--- src/rtl/countdown_ctrl.sv ---
// rtl/countdown_ctrl.sv - countdown timer control FSM: key handling, BCD preset editing, count enable, preset load; optional COUNTDOWN_ALARM_TIMEOUT_EN alarm auto-clear
// Ports: CP clock, CR sync active-low reset, TICK 1 Hz strobe, K_START/K_SET/K_SEL/K_INC key pulses,
//        TC counter-at-zero flag; CE count enable, PE preset load, D_H/D_M/D_S BCD presets,
//        SEL edited field, ALARM alarm flag, STATE state encoding.
module countdown_ctrl #(
    parameter logic [7:0] ALARM_SEC = 8'd30
) (
    input  logic       CP,
    input  logic       CR,
    input  logic       TICK,
    input  logic       K_START,
    input  logic       K_SET,
    input  logic       K_SEL,
    input  logic       K_INC,
    input  logic       TC,
    output logic       CE,
    output logic       PE,
    output logic [7:0] D_H,
    output logic [7:0] D_M,
    output logic [7:0] D_S,
    output logic [1:0] SEL,
    output logic       ALARM,
    output logic [2:0] STATE
);

    typedef enum logic [2:0] {
        ST_IDLE  = 3'd0,
        ST_SET   = 3'd1,
        ST_RUN   = 3'd2,
        ST_PAUSE = 3'd3,
        ST_ALARM = 3'd4
    } state_t;

    state_t     state, state_next;
    logic       ce_next, pe_next;
    logic [1:0] sel_next;
    logic [7:0] d_h_next, d_m_next, d_s_next;
    logic       preset_nonzero;

    // Two-digit BCD increment that wraps to 00 after max (no carry out).
    function automatic logic [7:0] bcd_inc(input logic [7:0] v, input logic [7:0] max);
        if (v == max)
            return 8'h00;
        if (v[3:0] == 4'd9)
            return {v[7:4] + 4'd1, 4'd0};
        return {v[7:4], v[3:0] + 4'd1};
    endfunction

    assign preset_nonzero = |{D_H, D_M, D_S};

`ifdef COUNTDOWN_ALARM_TIMEOUT_EN
    logic [7:0] alarm_cnt, alarm_cnt_next;
    logic       alarm_timeout;

    // Timeout fires on the ALARM_SEC-th tick seen while in ALARM.
    assign alarm_timeout = TICK && (alarm_cnt == ALARM_SEC - 8'd1);

    always_comb begin
        alarm_cnt_next = 8'd0;
        if (state == ST_ALARM && state_next == ST_ALARM)
            alarm_cnt_next = TICK ? alarm_cnt + 8'd1 : alarm_cnt;
    end

    always_ff @(posedge CP) begin
        if (!CR)
            alarm_cnt <= 8'd0;
        else
            alarm_cnt <= alarm_cnt_next;
    end
`else
    logic unused_alarm_sec;
    assign unused_alarm_sec = ^ALARM_SEC;
`endif

    always_comb begin
        state_next = state;
        ce_next    = 1'b0;
        pe_next    = 1'b0;
        sel_next   = SEL;
        d_h_next   = D_H;
        d_m_next   = D_M;
        d_s_next   = D_S;
        case (state)
            ST_IDLE: begin
                if (K_SET) begin
                    state_next = ST_SET;
                    sel_next   = 2'd0;
                end else if (K_START && preset_nonzero) begin
                    state_next = ST_RUN;
                end
            end
            ST_SET: begin
                // Keys are resolved strictly by priority; K_START has no
                // action here but still masks the lower-priority keys.
                if (K_SET) begin
                    state_next = ST_IDLE;
                    pe_next    = 1'b1;
                end else if (K_START) begin
                    state_next = ST_SET;
                end else if (K_SEL) begin
                    sel_next = (SEL == 2'd2) ? 2'd0 : SEL + 2'd1;
                end else if (K_INC) begin
                    case (SEL)
                        2'd0:    d_s_next = bcd_inc(D_S, 8'h59);
                        2'd1:    d_m_next = bcd_inc(D_M, 8'h59);
                        default: d_h_next = bcd_inc(D_H, 8'h23);
                    endcase
                end
            end
            ST_RUN: begin
                // TC beats K_START; CE only follows a tick while staying in RUN.
                if (TC)
                    state_next = ST_ALARM;
                else if (K_START)
                    state_next = ST_PAUSE;
                else
                    ce_next = TICK;
            end
            ST_PAUSE: begin
                if (K_SET) begin
                    state_next = ST_SET;
                    sel_next   = 2'd0;
                end else if (K_START) begin
                    state_next = ST_RUN;
                end
            end
            ST_ALARM: begin
                if (K_SET || K_START) begin
                    state_next = ST_IDLE;
                    pe_next    = 1'b1;
                end
`ifdef COUNTDOWN_ALARM_TIMEOUT_EN
                else if (alarm_timeout) begin
                    state_next = ST_IDLE;
                    pe_next    = 1'b1;
                end
`endif
            end
            default: state_next = ST_IDLE;
        endcase
    end

    always_ff @(posedge CP) begin
        if (!CR) begin
            state <= ST_IDLE;
            CE    <= 1'b0;
            PE    <= 1'b0;
            SEL   <= 2'd0;
            D_H   <= 8'h00;
            D_M   <= 8'h00;
            D_S   <= 8'h00;
        end else begin
            state <= state_next;
            CE    <= ce_next;
            PE    <= pe_next;
            SEL   <= sel_next;
            D_H   <= d_h_next;
            D_M   <= d_m_next;
            D_S   <= d_s_next;
        end
    end

    assign ALARM = (state == ST_ALARM);
    assign STATE = state;

endmodule

--- config.mk ---
export PLATFORM = sky130hd
export DESIGN_NAME = countdown_ctrl
export DESIGN_NICKNAME = d
export VERILOG_FILES = /design/src/rtl/countdown_ctrl.sv
export SDC_FILE = /design/constraint.sdc
export NUM_CORES = 1
export LEC_CHECK = 0
export CAP_MARGIN = 0
export CORE_MARGIN = 3
export CORE_UTILIZATION = 33
export CTS_CLUSTER_DIAMETER = 40
export CTS_CLUSTER_SIZE = 14
export DETAILED_ROUTE_END_ITERATION = 10
export HOLD_SLACK_MARGIN = 0.12
export PLACE_DENSITY = 0.61
export SYNTH_ARGS = -nofsm -noshare
export SYNTH_HDL_FRONTEND = slang
export SYNTH_SLANG_ARGS = --single-unit
--- constraint.sdc ---
create_clock -name CP -period 5.4 [get_ports CP]
set_input_delay 1.08 -clock CP [delete_from_list [all_inputs] [get_ports CP]]
set_output_delay 1.08 -clock CP [all_outputs]
set_load 0.05 [all_outputs]
==> flow_metrics.env, run 1 <==
export IMPL_outcome="complete, no violations"
export IMPL_portBuffers=39
export IMPL_fin_setup_tns_ps=0
export IMPL_post_cts_repair_setup_buffers=0
export IMPL_r2r_end="D_M[2]"
export IMPL_yosys_area_top_type="dfxtp_1"
export IMPL_grt_max_degree=26
export IMPL_drt_iter0_markers=86
export IMPL_yosys_warnings=0
export IMPL_clock_root_buffer="clkbuf_8"
export IMPL_dpl_hpwl_um=3190
export IMPL_finalClockSkew_ps=9.85
export IMPL_antenna_found_initial=0
export IMPL_crit_path_end_kind="flop"
export IMPL_arrival_ps=3390
export IMPL_hold_buffers=0
export IMPL_wl_um=4430
export IMPL_finalSetupViolCount=0
export IMPL_grt_pass1_vias=1627
export IMPL_clock_fmax_mhz=314
export IMPL_synth_area_top_cells="dfxtp_1 32%, ha_1 12%, mux2i_1 4.2%"
export IMPL_io_pins=40
export IMPL_ys_seq_elements=31
export IMPL_drv_cap=0
export IMPL_grt_pass1_wl_um=7410
export IMPL_fp_dieW_um=82.3
export IMPL_fin_crit_sh=0.590
export IMPL_synth_nets=250
export IMPL_routedWlPerCell_um=13.3
export IMPL_tritoncts="done"
export IMPL_syn_area_per_cell_um2=8.58
export IMPL_row_count=27
export IMPL_vias=1750
export IMPL_grt_use_total=0.143
export IMPL_cts_resized=0
export IMPL_dr_pass1_iters=4
export IMPL_fp_dieH_um=82.3
export IMPL_hold_end="D_H[7]"
export IMPL_num_antenna_cells=0
export IMPL_fin_util=0.436
export IMPL_critPathMaxFanout=11
export IMPL_grt_setup_unrepaired="no"
export IMPL_initial_core_util=0.345
export IMPL_synth_top_area_frac=0.323
export IMPL_hold_path_class="reg2reg"
export IMPL_synthTopCellsByCount="31 x dfxtp_1, 19 x inv_1, 18 x ha_1"
export IMPL_worst_slew_pin_slew_ps=780
export IMPL_ir_drop_v=0.000122
export IMPL_nets=285
export IMPL_hold_violations=0
export IMPL_reg2regPathDepth=4
export IMPL_rrSetupSlack_ps=3030
export IMPL_cts_inserted_buffers=5
export IMPL_htreeDepth=2
export IMPL_grt_ovfl_total=0
export IMPL_layout_drive_gt1_share=0.0385
export IMPL_area_growth_pct=26.6
export IMPL_synth_cells=224
export IMPL_die_area_mm2=0.00678
export IMPL_crit_path_start_kind="input pin"
export IMPL_hp_start="D_H[7]"
export IMPL_clock_path_buffers=2
export IMPL_fin_area_mm2=0.00243
export IMPL_detail_route_antenna_nets=0
export IMPL_async_flop_share=0
export IMPL_worstSetupPathType="in2reg"
export IMPL_fin_crit_ps=3190
export IMPL_slew_headroom=0.475
export IMPL_drv_slew=0
export IMPL_clk_pin_slew_ps=70
export IMPL_yosysMostFrequentCell="dfxtp_1"
export IMPL_ys_flop_type="dfxtp_1"
export IMPL_gp_congestion=0.819
export IMPL_clk_latency_ps=290
export IMPL_vias_per_cell=5.27
export IMPL_yosysUniqueCellTypes=51
export IMPL_synth_area_mm2=0.00192
export IMPL_place_area_mm2=0.00235
export IMPL_holdPathStages=2
export IMPL_required_ps=5610
export IMPL_core_region_area_mm2=0.00557
export IMPL_powerDensity_mw_per_mm2=228
export IMPL_synth_edf_count=0
export IMPL_clkSinkCount=31
export IMPL_synth_seq_area_share=0.323
export IMPL_r2r_start="STATE[0]"
export IMPL_drc=0
export IMPL_leakagePower_nw=0.900
[per-layer routing]
| metal | track usage | vias to the layer above | part of all wire | routed length (um) |
|---|---|---|---|---|
| li1 | - | 891 | - | - |
| met5 | 0 | - | 0 | 0 |
| met1 | 0.194 | 805 | 0.51 | 2250 |
| met3 | 0.0315 | 7 | 0.055 | 243 |
| met2 | 0.216 | 47 | 0.42 | 1860 |
| met4 | 0.0615 | 0 | 0.016 | 70 |
[registers in the layout, summed over array words and instances, names as in the netlist]
name   cells
D_H        8
D_M        8
D_S        8
STATE      3
SEL        2
CE         1
PE         1
[metrics by stage]
step	setup slack [ps]	power (W)	cells	hold WS [ps]
2_1_floorplan	2600	0.000351	224	700
3_3_place_gp	1990	0.000385	324	480
3_5_place_dp	1950	0.000385	324	485
4_1_cts	2250	0.000563	332	495
5_1_grt	2110	0.000587	332	519
6_report	2210	0.000555	332	490
[worst max-delay path by stage]
stage | slack, ps | depth (start not counted) | end | startpoint
after floorplan | 2600 | 3 | ALARM | STATE[2]
after global placement | 1990 | 5 | D_M[2] | K_SET
after detailed placement | 1950 | 5 | D_M[2] | K_SET
after CTS | 2250 | 5 | D_M[2] | K_SET
after global routing | 2110 | 5 | D_M[2] | K_SET
final | 2210 | 5 | D_M[2] | K_SET
[critical path, cell delays in order]
cell	delay, ps
clkdlybuf4s50_1	580
or3b_1	560
or4_1	660
a2111o_1	400
a21oi_1	120
[power by group]
| part | internal [W] | leakage [nW] | total [W] | switching, W |
|---|---|---|---|---|
| registers | 0.000236 | 0.250 | 0.000258 | 0.0000221 |
| clock network | 0.0000903 | 0.0422 | 0.000176 | 0.0000854 |
| logic | 0.0000485 | 0.607 | 0.000121 | 0.0000724 |
| total | 0.000375 | 0.900 | 0.000555 | 0.000180 |
[area by class of cell]
cell class / instances / area [um2]
clock buffer: 7 / 76.3
tap: 72 / 90.1
fill: 565 / 3140
timing repair buffer: 39 / 390
multi-input combinational: 163 / 1180
sequential: 31 / 621
inverter: 19 / 71.3
clock inverter: 1 / 5.00
[kinds of logic (layout without fill, tap and decap cells)]
group,Yosys count,after routing,synth area share
muxes,9,9,0.0475
adders and majority gates,18,18,0.117
DFF,31,31,0.323
xor gates and xnor gates,3,3,0.0137
buffers and inverters,30,66,0.0638
AOI/OAI and AO/OA,43,43,0.148
and+or+nand+nor,90,90,0.286
[cells in the final DEF (no fill, tap or decap), drive strengths merged, types with 3 or more instances in the layout]
| cell type | count |
|---|---|
| inv | 19 |
| nand4 | 5 |
| clkdlybuf4s50 | 39 |
| nor2 | 12 |
| nand4b | 5 |
| or3 | 3 |
| o21ai | 8 |
| or4 | 5 |
| nand3 | 11 |
| dfxtp | 31 |
| nand3b | 3 |
| clkbuf | 7 |
| o31ai | 5 |
| a21oi | 15 |
| and3b | 3 |
| mux2i | 8 |
| nand2b | 3 |
| nor3 | 8 |
| nor4 | 6 |
| ha | 18 |
| nand2 | 13 |
No activity file was read; power rests on OpenSTA's default activity.
==> run 2: changes to the inputs <==
- PLACE_DENSITY: 0.61 -> 0.63
- clock period: 5.4 -> 2.9 ns (I/O delays scaled with it)
==> flow_metrics.env, run 2 (synthesis gave the netlist of run 1 again) <==
export IMPL_critPathMaxFanout=13
export IMPL_grt_use_total=0.149
export IMPL_cts_inserted_buffers=5
export IMPL_grt_pass1_wl_um=7780
export IMPL_portBuffers=39
export IMPL_worst_slew_pin_slew_ps=591
export IMPL_detail_route_antenna_nets=0
export IMPL_grt_setup_unrepaired="no"
export IMPL_drv_slew=0
export IMPL_arrival_ps=1880
export IMPL_clock_fmax_mhz=407
export IMPL_required_ps=2320
export IMPL_hold_violations=0
export IMPL_core_region_area_mm2=0.00557
export IMPL_nets=295
export IMPL_antenna_found_initial=0
export IMPL_finalClockSkew_ps=7.40
export IMPL_slew_headroom=0.605
export IMPL_drv_cap=0
export IMPL_fin_setup_tns_ps=0
export IMPL_worstSetupPathType="reg2out"
export IMPL_grt_max_degree=19
export IMPL_finalSetupViolCount=0
export IMPL_gr_usage_met1=0.209
export IMPL_routedWlPerCell_um=13.3
export IMPL_top_regs="D_H (8), D_M (8), D_S (8)"
export IMPL_vias_per_cell=5.20
export IMPL_final_cell_mix="39 x clkdlybuf4s50_1, 31 x dfxtp_1, 19 x inv_1, 18 x ha_1, 15 x a21oi_1"
export IMPL_vias=1780
export IMPL_regArea_um2=621
export IMPL_cts_resized=0
export IMPL_clk_latency_ps=290
export IMPL_dr_pass1_iters=4
export IMPL_ir_drop_v=0.000156
export IMPL_drc=0
export IMPL_met2_usage=0.214
export IMPL_area_growth_pct=31.4
export IMPL_fin_crit_sh=0.848
export IMPL_die_area_mm2=0.00678
export IMPL_post_cts_repair_setup_buffers=0
export IMPL_wl_um=4560
export IMPL_grt_ovfl_total=0
export IMPL_io_pins=40
export IMPL_hold_buffers=0
export IMPL_fill_cells=568
export IMPL_fp_dieH_um=82.3
export IMPL_grt_util_met3=0.0347
export IMPL_fp_dieW_um=82.3
export IMPL_fin_crit_ps=2460
export IMPL_clock_root_buffer="clkbuf_8"
export IMPL_leakagePower_nw=0.958
export IMPL_clock_path_buffers=2
export IMPL_htreeDepth=2
export IMPL_powerDensity_mw_per_mm2=436
export IMPL_row_count=27
export IMPL_grt_pass1_vias=1656
export IMPL_layout_drive_gt1_share=0.0778
export IMPL_drt_iter0_markers=86
export IMPL_num_antenna_cells=0
export IMPL_tritoncts="done"
export IMPL_busiest_layer="met2"
export IMPL_final_common_cell="clkdlybuf4s50_1"
export IMPL_dpl_hpwl_um=3340
export IMPL_multiInputGateArea_mm2=0.00118
export IMPL_outcome="complete, no violations"
export IMPL_crit_path_start_kind="flop"
export IMPL_clkSinkCount=31
export IMPL_crit_path_end_kind="primary output"
export IMPL_clk_pin_slew_ps=60
export IMPL_initial_core_util=0.345
export IMPL_total_power_w=0.00110
export IMPL_hold_path_class="reg2reg"
export IMPL_gp_congestion=0.840
-- run 2: cell types whose count changed in the layout (fill, tap and decap cells not counted), sizes merged --
cell	change
clkbuf	+1
buf	+10
clkinv	-1
-- run 2: power by group --
group	leakage [nW]	switching, W	total [W]	internal, W
sequential	0.250	0.0000283	0.000469	0.000440
clock	0.0515	0.000164	0.000381	0.000216
combinational	0.657	0.000152	0.000252	0.000101
-- run 2: final timing paths --
path / startpoint / endpoint / slack, ps / depth (start not counted)
worst max-delay path: STATE[0] / ALARM / 440 / 4
worst min register to register: D_H[7] / D_H[7] / 500 / 2
worst min-delay path: D_H[7] / D_H[7] / 500 / 2
worst max register to register: STATE[0] / D_S[3] / 850 / 4
-- run 2: area by class of cell --
class | instances | share of cell area
inverters | 19 | 0.0282
flip-flops and latches | 31 | 0.246
well taps | 72 | 0.0357
multi-input cells | 163 | 0.467
clock buffers | 8 | 0.0396
repair buffers | 49 | 0.184
-- run 2: critical path, cell delays in order (launching register included) --
cell	delay (ps)
dfxtp_1	340
buf_4	180
nand2b_1	170
nor2_1	100
clkdlybuf4s50_1	810
-- run 2: metrics by stage --
| step | util | instances | setup WS, ps | hold slack [ps] | area (um2) |
|---|---|---|---|---|---|
| floorplan | - | 224 | 561 | 700 | 1920 |
| global placement | 0.435 | 334 | 232 | 493 | 2430 |
| detailed placement | 0.435 | 334 | 201 | 498 | 2430 |
| CTS | 0.453 | 342 | 425 | 507 | 2530 |
| global route | 0.453 | 342 | 372 | 538 | 2530 |
| finish | 0.453 | 342 | 441 | 504 | 2530 |
-- run 2: routing by layer --
| metal | wire, um | up-vias | share of wire |
|---|---|---|---|
| li1 | - | 902 | - |
| met1 | 2260 | 835 | 0.49 |
| met2 | 2010 | 35 | 0.44 |
| met3 | 204 | 8 | 0.045 |
| met4 | 87 | 0 | 0.019 |
| met5 | 0 | - | 0 |
==> run 3: changes to the inputs <==
- clock period: 2.9 -> 2.07 ns (I/O delays scaled with it)
==> flow_metrics.env, run 3 (synthesis gave the netlist of run 1 again) <==
export IMPL_fill_cells=534
export IMPL_crit_buf_inv=1
export IMPL_finalClockSkew_ps=6.06
export IMPL_grt_ovfl_total=0
export IMPL_finalSetupViolCount=0
export IMPL_fin_crit_ps=2010
export IMPL_cts_inserted_buffers=5
export IMPL_holdWs_ps=504
export IMPL_hold_path_class="reg2reg"
export IMPL_leakagePower_nw=1.09
export IMPL_layout_drive_gt1_share=0.172
export IMPL_hold_violations=0
export IMPL_crit_path_max_incr_delay_ps=860
export IMPL_dr_pass1_iters=4
export IMPL_nets=315
export IMPL_hp_start="D_H[7]"
export IMPL_outcome="complete, no violations"
export IMPL_fin_crit_sh=0.970
export IMPL_reg2regPathDepth=4
export IMPL_worst_slew_pin_slew_ps=503
export IMPL_tritoncts="done"
export IMPL_clk_latency_ps=280
export IMPL_required_ps=1660
export IMPL_final_common_cell="buf_4"
export IMPL_slew_headroom=0.664
export IMPL_regArea_um2=626
export IMPL_top_regs="D_H (8), D_M (8), D_S (8)"
export IMPL_num_antenna_cells=0
export IMPL_grt_max_degree=17
export IMPL_ir_drop_v=0.000296
export IMPL_fin_setup_tns_ps=0
export IMPL_startpoint="D_S[2]"
export IMPL_drc=0
export IMPL_rrSetupSlack_ps=180
export IMPL_place_ws_ps=-345
export IMPL_r2r_end="D_S[3]"
export IMPL_fp_dieH_um=82.3
export IMPL_clock_root_buffer="clkbuf_8"
export IMPL_io_pins=40
export IMPL_die_area_mm2=0.00678
export IMPL_critPathMaxFanout=7
export IMPL_drt_iter0_markers=78
export IMPL_multiInputGateArea_mm2=0.00118
export IMPL_path_depth=1
export IMPL_drv_slew=0
export IMPL_crit_slowest_cell="clkdlybuf4s50_1"
export IMPL_dpl_hpwl_um=3540
export IMPL_clkSinkCount=31
export IMPL_detail_route_antenna_nets=0
export IMPL_gp_congestion=0.822
export IMPL_worst_path_dominant_cell_family="buffers and inverters"
export IMPL_wl_um=4700
export IMPL_grt_pass1_wl_um=7760
export IMPL_antenna_found_initial=0
export IMPL_place_area_mm2=0.00258
export IMPL_grt_use_total=0.147
export IMPL_area_growth_pct=40.0
export IMPL_grt_pass1_vias=1675
export IMPL_holdPathStages=2
export IMPL_crit_path_end_kind="primary output"
export IMPL_r2r_start="STATE[0]"
export IMPL_worstSetupPathType="reg2out"
export IMPL_routedWlPerCell_um=13.0
export IMPL_vias_per_cell=5.13
export IMPL_core_region_area_mm2=0.00557
export IMPL_hold_buffers=0
export IMPL_fin_area_mm2=0.00269
export IMPL_row_count=27
export IMPL_vias=1857
export IMPL_portBuffers=39
export IMPL_hold_end="D_H[7]"
export IMPL_crit_chain="clkdlybuf4s50_1"
export IMPL_arrival_ps=1590
export IMPL_worst_slack_ps=62.1
export IMPL_final_cell_mix="34 x buf_4, 32 x clkdlybuf4s50_1, 29 x dfxtp_1, 19 x inv_1, 18 x ha_1"
export IMPL_drv_cap=0
export IMPL_powerDensity_mw_per_mm2=584
export IMPL_grt_setup_unrepaired="no"
export IMPL_initial_core_util=0.345
export IMPL_clock_path_buffers=2
export IMPL_crit_path_start_kind="flop"
export IMPL_clock_fmax_mhz=498
export IMPL_fp_dieW_um=82.3
export IMPL_clk_pin_slew_ps=70
export IMPL_htreeDepth=2
==> run 3: cell types whose count changed in the layout (fill, tap and decap cells not counted), moves of 2 or more <==
cell / previous run / this run
dlymetal6s2s_1: 0 / 2
buf_4: 10 / 34
clkdlybuf4s50_1: 39 / 32
dfxtp_1: 31 / 29
==> run 3: layout make-up <==
class	instances	area share
clock buffer	8	0.0372
inverter	19	0.0265
multi-input combinational	163	0.440
sequential	31	0.232
tap	72	0.0335
timing repair buffer	69	0.231
==> run 3: metrics by stage <==
stage | cells | utilization | total power [W]
6_report | 362 | 0.483 | 0.00157
5_1_grt | 362 | 0.483 | 0.00164
4_1_cts | 362 | 0.482 | 0.00159
3_5_place_dp | 354 | 0.464 | 0.00106
3_3_place_gp | 354 | 0.464 | 0.00105
2_1_floorplan | 224 | - | 0.000921
==> run 3: worst max-delay path by stage <==
stage	endpoint	slack (ps)
after CTS	D_S[3]	30
after floorplan	D_M[2]	-50
after global routing	D_S[2]	7
after global placement	D_S[3]	-340
after detailed placement	D_S[3]	-340
final	D_S[2]	60
==> run 3: metal layers <==
layer | wire length [um] | GRT usage | vias to the layer above
met2 | 2160 | 0.224 | 42
met1 | 2300 | 0.203 | 863
met4 | 19 | 0.0449 | 0
li1 | - | - | 950
met3 | 228 | 0.0390 | 2
met5 | 0 | 0 | -
==> run 3: report_power, final <==
group | switching [W] | internal, W | total [W]
clock | 0.000225 | 0.000303 | 0.000528
combinational | 0.000249 | 0.000165 | 0.000414
sequential | 0.0000114 | 0.000619 | 0.000631
==> run 3: repair_timing <==
item,4_1_cts,5_1_grt
buffers inserted,0,0
pin swaps,3,2
endpoints found under the setup margin,2,4
resized for setup,1,2
